--- config.mk ---
export PLATFORM = sky130hd
export DESIGN_NAME = mips_multicycle_ctrl
export DESIGN_NICKNAME = d
export VERILOG_FILES = /design/src/rtl/mips_ctrl_pkg.sv /design/src/rtl/mips_ctrl_alu_decoder.sv /design/src/rtl/mips_multicycle_ctrl.sv
export SDC_FILE = /design/constraint.sdc
export NUM_CORES = 1
export LEC_CHECK = 0
export ABC_CLOCK_PERIOD_IN_PS = 3390
export CAP_MARGIN = 20
export CORE_AREA = 3 3 47 49
export DETAILED_ROUTE_END_ITERATION = 8
export DIE_AREA = 0 0 50 52
export PLACE_DENSITY_LB_ADDON = 0.2
export SYNTH_ARGS = -nofsm -noshare
export SYNTH_HDL_FRONTEND = slang
export SYNTH_HIERARCHICAL = 1
export SYNTH_SLANG_ARGS = --single-unit
--- constraint.sdc ---
create_clock -name CLK -period 3.39 [get_ports CLK]
set_input_delay 0.678 -clock CLK [delete_from_list [all_inputs] [get_ports CLK]]
set_output_delay 0.678 -clock CLK [all_outputs]
set_load 0.005 [all_outputs]
--- src/rtl/mips_ctrl_pkg.sv ---
// Purpose : shared constants for the multicycle MIPS control FSM: state enum,
//           opcode/funct encodings, ALUControl encodings and datapath select codes.
// Latency : n/a (package). Backpressure: n/a.
package mips_ctrl_pkg;

  typedef enum logic [3:0] {
    S_FETCH    = 4'd0,
    S_DECODE   = 4'd1,
    S_MEMADR   = 4'd2,
    S_MEMREAD  = 4'd3,
    S_MEMWB    = 4'd4,
    S_MEMWRITE = 4'd5,
    S_EXECUTE  = 4'd6,
    S_ALUWB    = 4'd7,
    S_BRANCH   = 4'd8,
    S_ADDIEXEC = 4'd9,
    S_ADDIWB   = 4'd10,
    S_JUMP     = 4'd11
  } state_t;

  localparam logic [5:0] OP_RTYPE = 6'b000000;
  localparam logic [5:0] OP_J     = 6'b000010;
  localparam logic [5:0] OP_BEQ   = 6'b000100;
  localparam logic [5:0] OP_BNE   = 6'b000101;
  localparam logic [5:0] OP_ADDI  = 6'b001000;
  localparam logic [5:0] OP_LW    = 6'b100011;
  localparam logic [5:0] OP_SW    = 6'b101011;

  localparam logic [5:0] FUNCT_ADD = 6'b100000;
  localparam logic [5:0] FUNCT_SUB = 6'b100010;
  localparam logic [5:0] FUNCT_AND = 6'b100100;
  localparam logic [5:0] FUNCT_OR  = 6'b100101;
  localparam logic [5:0] FUNCT_SLT = 6'b101010;

  localparam logic [2:0] ALU_ADD = 3'b010;
  localparam logic [2:0] ALU_SUB = 3'b110;
  localparam logic [2:0] ALU_AND = 3'b000;
  localparam logic [2:0] ALU_OR  = 3'b001;
  localparam logic [2:0] ALU_SLT = 3'b111;

  // ALUOp classes handed from the FSM to the ALU decoder
  localparam logic [1:0] ALUOP_ADD   = 2'b00;
  localparam logic [1:0] ALUOP_SUB   = 2'b01;
  localparam logic [1:0] ALUOP_FUNCT = 2'b10;

  localparam logic [1:0] SRCB_REG    = 2'b00;
  localparam logic [1:0] SRCB_FOUR   = 2'b01;
  localparam logic [1:0] SRCB_IMM    = 2'b10;
  localparam logic [1:0] SRCB_IMM_SH = 2'b11;

  localparam logic [1:0] PCSRC_ALURES = 2'b00;
  localparam logic [1:0] PCSRC_ALUOUT = 2'b01;
  localparam logic [1:0] PCSRC_JUMP   = 2'b10;

endpackage

--- src/rtl/mips_ctrl_alu_decoder.sv ---
// Purpose : combinational map of {ALUOp, Funct} to ALUControl plus an unknown-funct flag.
// Latency : 0 cycles (pure combinational). Backpressure: none.
// Ports   : alu_op_i, funct_i in; alu_control_o, funct_illegal_o out.
module mips_alu_decoder
  import mips_ctrl_pkg::*;
(
  input  logic [1:0] alu_op_i,
  input  logic [5:0] funct_i,
  output logic [2:0] alu_control_o,
  output logic       funct_illegal_o
);

  always_comb begin
    alu_control_o   = ALU_ADD;
    funct_illegal_o = 1'b0;
    case (alu_op_i)
      ALUOP_SUB: alu_control_o = ALU_SUB;
      ALUOP_FUNCT: begin
        case (funct_i)
          FUNCT_ADD: alu_control_o = ALU_ADD;
          FUNCT_SUB: alu_control_o = ALU_SUB;
          FUNCT_AND: alu_control_o = ALU_AND;
          FUNCT_OR:  alu_control_o = ALU_OR;
          FUNCT_SLT: alu_control_o = ALU_SLT;
          default:   funct_illegal_o = 1'b1; // ALUControl stays at add
        endcase
      end
      default: alu_control_o = ALU_ADD;
    endcase
  end

endmodule

--- src/rtl/mips_multicycle_ctrl.sv ---
// Purpose : Moore control FSM sequencing a multicycle MIPS datapath over one shared memory port.
// Latency : lw 5, sw/R/addi 4, beq/j 3 cycles with zero-wait memory; +1 per MemReady-low cycle.
// Backpressure: FETCH/MEMREAD/MEMWRITE hold MemReq, address and MemWrite until MemReady=1.
// Ports   : CLK, Reset (sync active-high), Op, Funct, Zero, MemReady in;
//           MemReq, IorD, MemWrite, IRWrite, RegDST, MemtoReg, RegWrite, ALUSrcA,
//           ALUSrcB, ALUControl, PCSrc, PCEn, Illegal out.
// Option  : define CTRL_BNE_EN to decode bne (Op 000101) as a branch on ~Zero.
module mips_multicycle_ctrl
  import mips_ctrl_pkg::*;
(
  input  logic       CLK,
  input  logic       Reset,
  input  logic [5:0] Op,
  input  logic [5:0] Funct,
  input  logic       Zero,
  input  logic       MemReady,
  output logic       MemReq,
  output logic       IorD,
  output logic       MemWrite,
  output logic       IRWrite,
  output logic       RegDST,
  output logic       MemtoReg,
  output logic       RegWrite,
  output logic       ALUSrcA,
  output logic [1:0] ALUSrcB,
  output logic [2:0] ALUControl,
  output logic [1:0] PCSrc,
  output logic       PCEn,
  output logic       Illegal
);

  state_t     state_q, state_d;
  state_t     state_eff;
  logic [1:0] alu_op;
  logic       funct_illegal;
  logic       branch_take;

  always_ff @(posedge CLK) begin
    if (Reset) state_q <= S_FETCH;
    else       state_q <= state_d;
  end

  // While Reset is high the outputs show FETCH values, whatever the state register holds.
  assign state_eff = Reset ? S_FETCH : state_q;

  mips_alu_decoder u_alu_dec (
    .alu_op_i        (alu_op),
    .funct_i         (Funct),
    .alu_control_o   (ALUControl),
    .funct_illegal_o (funct_illegal)
  );

  always_comb begin
    state_d  = state_q;
    MemReq   = 1'b0;
    IorD     = 1'b0;
    MemWrite = 1'b0;
    IRWrite  = 1'b0;
    RegDST   = 1'b0;
    MemtoReg = 1'b0;
    RegWrite = 1'b0;
    ALUSrcA  = 1'b0;
    ALUSrcB  = SRCB_REG;
    PCSrc    = PCSRC_ALURES;
    PCEn     = 1'b0;
    Illegal  = 1'b0;
    alu_op   = ALUOP_ADD;

`ifdef CTRL_BNE_EN
    branch_take = (Op == OP_BNE) ? ~Zero : Zero;
`else
    branch_take = Zero;
`endif

    case (state_eff)
      S_FETCH: begin
        MemReq  = 1'b1;
        ALUSrcB = SRCB_FOUR;
        if (MemReady) begin
          IRWrite = 1'b1;
          PCEn    = 1'b1;
          state_d = S_DECODE;
        end
      end
      S_DECODE: begin
        ALUSrcB = SRCB_IMM_SH; // precompute branch target into ALUOut
        case (Op)
          OP_LW, OP_SW: state_d = S_MEMADR;
          OP_RTYPE:     state_d = S_EXECUTE;
          OP_BEQ:       state_d = S_BRANCH;
`ifdef CTRL_BNE_EN
          OP_BNE:       state_d = S_BRANCH;
`endif
          OP_ADDI:      state_d = S_ADDIEXEC;
          OP_J:         state_d = S_JUMP;
          default: begin
            Illegal = 1'b1;
            state_d = S_FETCH;
          end
        endcase
      end
      S_MEMADR: begin
        ALUSrcA = 1'b1;
        ALUSrcB = SRCB_IMM;
        state_d = (Op == OP_LW) ? S_MEMREAD : S_MEMWRITE;
      end
      S_MEMREAD: begin
        MemReq = 1'b1;
        IorD   = 1'b1;
        if (MemReady) state_d = S_MEMWB;
      end
      S_MEMWB: begin
        MemtoReg = 1'b1;
        RegWrite = 1'b1;
        state_d  = S_FETCH;
      end
      S_MEMWRITE: begin
        MemReq   = 1'b1;
        IorD     = 1'b1;
        MemWrite = 1'b1;
        if (MemReady) state_d = S_FETCH;
      end
      S_EXECUTE: begin
        ALUSrcA = 1'b1;
        alu_op  = ALUOP_FUNCT;
        if (funct_illegal) begin
          Illegal = 1'b1;
          state_d = S_FETCH;
        end else begin
          state_d = S_ALUWB;
        end
      end
      S_ALUWB: begin
        RegDST   = 1'b1;
        RegWrite = 1'b1;
        state_d  = S_FETCH;
      end
      S_BRANCH: begin
        ALUSrcA = 1'b1;
        alu_op  = ALUOP_SUB;
        PCSrc   = PCSRC_ALUOUT;
        PCEn    = branch_take;
        state_d = S_FETCH;
      end
      S_ADDIEXEC: begin
        ALUSrcA = 1'b1;
        ALUSrcB = SRCB_IMM;
        state_d = S_ADDIWB;
      end
      S_ADDIWB: begin
        RegWrite = 1'b1;
        state_d  = S_FETCH;
      end
      S_JUMP: begin
        PCSrc   = PCSRC_JUMP;
        PCEn    = 1'b1;
        state_d = S_FETCH;
      end
      default: state_d = S_FETCH;
    endcase

    // Reset aborts any in-flight instruction: no strobes or write enables escape.
    if (Reset) begin
      MemReq   = 1'b0;
      MemWrite = 1'b0;
      IRWrite  = 1'b0;
      PCEn     = 1'b0;
      RegWrite = 1'b0;
      Illegal  = 1'b0;
    end
  end

endmodule

Word level (Yosys, flattened, before mapping)
Cells that the tools add are included.
- input port bits: 16
- output and inout bits: 17
- word-level logic and storage cells: 72
- register bits: 4
- mux-type cells: 34
- equality and inequality tests: 26
- reductions and logical operators: 11
- operators with widths (cell ; count):
    $eq 6x6->1 const B ; 7
    $pmux 4 s7 ; 1
    $pmux 4 s5 ; 1
    $mux 1 ; 19
    $eq 4x3->1 const B ; 4
    $eq 4x4->1 const B ; 4
    $mux 4 ; 4
    $pmux 3 s4 ; 1
    $eq 4x2->1 const B ; 2
    $pmux 2 s2 ; 2
    $eq 6x2->1 const B ; 1
    $eq 6x3->1 const B ; 1
    $eq 6x4->1 const B ; 1
    $logic_not 6->1 ; 1
    $mux 3 ; 2
    $ne 2x2->1 const B ; 3
    $pmux 2 s3 ; 1
    $pmux 3 s2 ; 1
    $reduce_or 2->1 ; 3
    $reduce_or 3->1 ; 2
    $reduce_or 6->1 ; 1
    $reduce_or 5->1 ; 1
    $eq 4x1->1 const B ; 1
    $logic_not 4->1 ; 1
    6 further kinds ; 6

Depth between registers and ports, before layout
- depth after elaboration: 8
- gate-level depth with buffers: 13
- mapped depth without buffers: 11

Hierarchy
The synthesis kept the hierarchy.
- by module, submodules not included (module ; area an instance (um^2) ; cells an instance ; seq. area each (um^2) ; times used):
    mips_multicycle_ctrl ; 618.1 ; 91 ; 80.1 ; 1
    mips_alu_decoder ; 148.9 ; 20 ; 0.0 ; 1

Least setup slack after synthesis
No wires, ideal clock.
- path kind: in2out
- start point: input port Reset
- end point: output port ALUControl[2]
- cell stages on the path: 9
- required time: 2.712 ns
- path slack: 0.396 ns
- arrival: 2.316 ns
- buffers on the path: 2
- path through: buf_2 or2_1 clkbuf_1 or2_2 nor3_1 inv_1 ha_1 nor2b_1 a32o_1
- word-level cells in the longest chain between the ends: 5
- elaborated cells between the ends (all ways): 7
- those cells by class: 4 x eq/ne; 3 x mux
- RTL lines (what ; RTL line ; source):
    from (decl) ; mips_multicycle_ctrl.sv:12 ; input logic Reset,
    $mux 4 * ; mips_multicycle_ctrl.sv:44 ; assign state_eff = Reset ? S_FETCH : state_q;
    $eq 4x4->1 / $eq 4x3->1 (equally long branches) ; mips_multicycle_ctrl.sv:75 ; case (state_eff)
    $pmux 2 s2 * ; mips_multicycle_ctrl.sv:75 ;
    via alu_op[0] ; mips_multicycle_ctrl.sv:34 ; logic [1:0] alu_op;
    $eq 2x2->1 / $eq 2x1->1 (equally long branches) ; mips_ctrl_alu_decoder.sv:16 ; case (alu_op_i)
    $pmux 3 s2 * ; mips_ctrl_alu_decoder.sv:16 ;
    to (decl) ; mips_multicycle_ctrl.sv:26 ; output logic [2:0] ALUControl,
The timed path passes the listed nets; every way through them passes the cells marked *.

Final worst setup path
Same ends and word-level chain as after synthesis.

==> flow_metrics.tcl <==
set metrics [dict create \
    track_usage 0.1879 \
    cts.sinks 4 \
    ff2ff_path_depth 10 \
    drive_gt1_frac 0.1611 \
    ys_seq_area_frac 0.1044 \
    ir_drop_uv 97.95 \
    critPathKind "input pin to output port" \
    finalMaxSlewViolations 0 \
    tritoncts "yes" \
    final_antenna_net_count 0 \
    rsz0062_at_grt "false" \
    report.power.total_uw 189.4 \
    vias 1002 \
    ff2ff_setup_slack_ns 1.03 \
    p_per_area_nw_per_um2 158.4 \
    cp-end-kind "output port" \
    synth-main-ff-cell "dfxtp_1" \
    start_util 0.4033 \
    setup_viol 0 \
    clock-root-buffer "clkbuf_4" \
    hold_path.class "flip-flop to flip-flop" \
    synth_top_area_share 0.1044 \
    dp_hpwl_um 1854 \
    synthArstFlopShare 0 \
    crit_slowest_cell "ha_4" \
    cp.depth 9 \
    reg_top3 "state_q x4" \
    overflow 0 \
    required_ns 2.71 \
    cp_slowest_stage_delay_ns 0.28 \
    clk_latency_ns 0.24 \
    rows 16 \
    multi_input_area_um2 631.9 \
    cp-endpoint "ALUControl[2]" \
    dp_slack_ns -0.3291 \
    grt_pass1_vias 891 \
    grt_pass1_wl_um 3850 \
    avgSynthCellArea_um2 6.910 \
    period_minus_slack_ns 3.001 \
    synthTopCellsByArea "dfxtp_1 10%, nor2_1 7.8%, nor3_1 5.9%, o21ai_0 4.6%, buf_6 4.4%" \
    crit_chain "dlymetal6s2s_1, or2_1, or2_4, nor3_4, inv_2, ha_4, nor2b_1, a32o_1, dlygate4sd2_1" \
    syn_nets 129 \
    dr.pass1.iters 4 \
    synth_edf_count 0 \
    nFillCells 178 \
    place_inst 173 \
    p_leak_uw 0.0004550 \
    ios 33 \
    routabilityCongestion 0.8726 \
    synth.cell_area_um2 767.0 \
    htree_num_levels 1 \
    syn2layout_area_growth_pct 55.95 \
    synth_top_area_cell "dfxtp_1" \
    ys_types 48 \
    ys_ff_latch 4 \
    layout_setup_ws_ns 0.3893 \
    dieArea_um2 2600 \
    maxSlewHeadroom 0.7300 \
    fmax_mhz 333.3 \
    clk_pin_slew_ns 0.04 \
    antenna_cells 0 \
    critPathTopFamily "simple AND/OR/NAND/NOR gates" \
    vias_per_cell 5.693 \
    seqCellArea_um2 80.08 \
    fin_crit_sh 0.8852 \
    skew_ns 0.01189 \
    synthCells 111 \
    core_area_um2 1902 \
    ctsHoldBuffers 0 \
    worst_slew_pin_slew_ns 0.3949 \
    portBuffers 32 \
    yosys_warnings 6 \
    cap_violations 0 \
    post_cts.repair.setup_buffers 0 \
    cts_made_buffers 3 \
    critPathMaxFanout 4 \
    route.detailed.drc 0 \
    status "completed" \
    cp_num_buf_inv 3 \
    critPathLaunchType "input pin" \
    critPathArrivalTime_ns 2.32 \
    timing.rr.start "state_q[1]" \
    postLayoutCoreUtil 0.6289 \
    drt_iter0_markers 38 \
    instances_no_fill 176 \
    largest_reg_flops 4 \
    routed_wl_um 2434 \
    die_y_um 52 \
    nets 169 \
    grt_max_degree 15 \
    fin_setup_tns_ns 0 \
    fp.dieW_um 50 \
    antenna_found_initial 0 \
    critPathLaunch "Reset" \
    reg2reg_to "state_q[2]" \
    finalHoldViolCount 0 \
    clk_path_buf_depth 2 \
    routedWlPerCell_um 13.83 \
    largest_register "state_q" \
]
==> synthesized netlist by cell type (2+ instances only) <==
library cell,count
a21o_1,3
a21oi_1,4
a221oi_1,2
a31oi_1,3
a32o_1,2
and4bb_1,2
buf_6,3
clkbuf_1,2
dfxtp_1,4
ha_1,2
inv_1,8
nand2_1,5
nand2b_1,2
nor2_1,16
nor2b_1,2
nor3_1,9
nor3_2,2
nor4_1,3
o21ai_0,7
xnor2_1,2
==> layout by cell type (no fill, tap or decap), types with 4 or more instances in the layout <==
cell type,instances
clkdlybuf4s50_1,28
nor2_1,16
buf_4,10
nor3_1,8
o21ai_0,7
inv_1,7
nand2_1,5
a21oi_1,4
dfxtp_1,4
==> tightest hold or removal path: cells and delay by family, from the launching register on <==
family / cells / cell delay, ns
flops: 1 / 0.32
buf+inv: 1 / 0.14
compound gates: 1 / 0.05
simple gates: 1 / 0.13
==> metrics by stage <==
stage	instance area [um2]	hold slack (ns)
6_report	1196	0.6864
5_1_grt	1196	0.7505
4_1_cts	1187	0.6854
3_5_place_dp	1142	0.6880
3_3_place_gp	1142	0.6965
2_1_floorplan	767.0	0.6332
==> kinds of logic (layout without fill, tap and decap cells) <==
logic type / Yosys count / count (layout) / synth area share
AOI/OAI and AO/OA: 32 / 32 / 0.2986
and+or+nand+nor: 53 / 53 / 0.4030
buffers and inverters: 16 / 54 / 0.1142
DFF: 4 / 4 / 0.1044
adders and majority gates: 2 / 2 / 0.03262
xor gates and xnor gates: 3 / 3 / 0.03426
muxes: 1 / 1 / 0.01305
==> routing by layer <==
metal	share of wire	global-route usage	vias up	wire length [um]
li1	-	-	490	-
met1	0.41	0.1976	452	986
met2	0.50	0.3609	58	1228
met3	0.083	0.02579	2	202
met4	0.0070	0.09217	0	17
met5	0	0	-	0
==> how the worst min path moves through the flow <==
stage                from    endpoint  cells after the start
2_1_floorplan  state_q[3]  state_q[2]                      4
3_3_place_gp   state_q[2]  state_q[3]                      3
3_5_place_dp   state_q[2]  state_q[3]                      3
4_1_cts        state_q[2]  state_q[3]                      3
5_1_grt        state_q[2]  state_q[3]                      3
6_report       state_q[2]  state_q[3]                      3
==> area by class of cell <==
type / instances / share of cell area
Multi-Input combinational cell: 91 / 0.5282
Clock buffer: 3 / 0.01883
Tap cell: 27 / 0.02824
Sequential cell: 4 / 0.06695
Timing Repair Buffer: 42 / 0.3295
Inverter: 9 / 0.02824
==> power by group <==
group	leakage, uW	total [uW]	internal, uW	switching (uW)
clock	0.0000138	61.2	39.7	21.5
combinational	0.000409	78.7	41.7	37.0
sequential	0.0000325	49.5	48.7	0.826
==> repair_timing <==
item,in CTS,in global routing
pin swaps,3,3
endpoints found under the setup margin,4,4
hold endpoints to repair,0,0
resized for setup,7,3
Note: power is estimated with default switching activity, not from simulation.
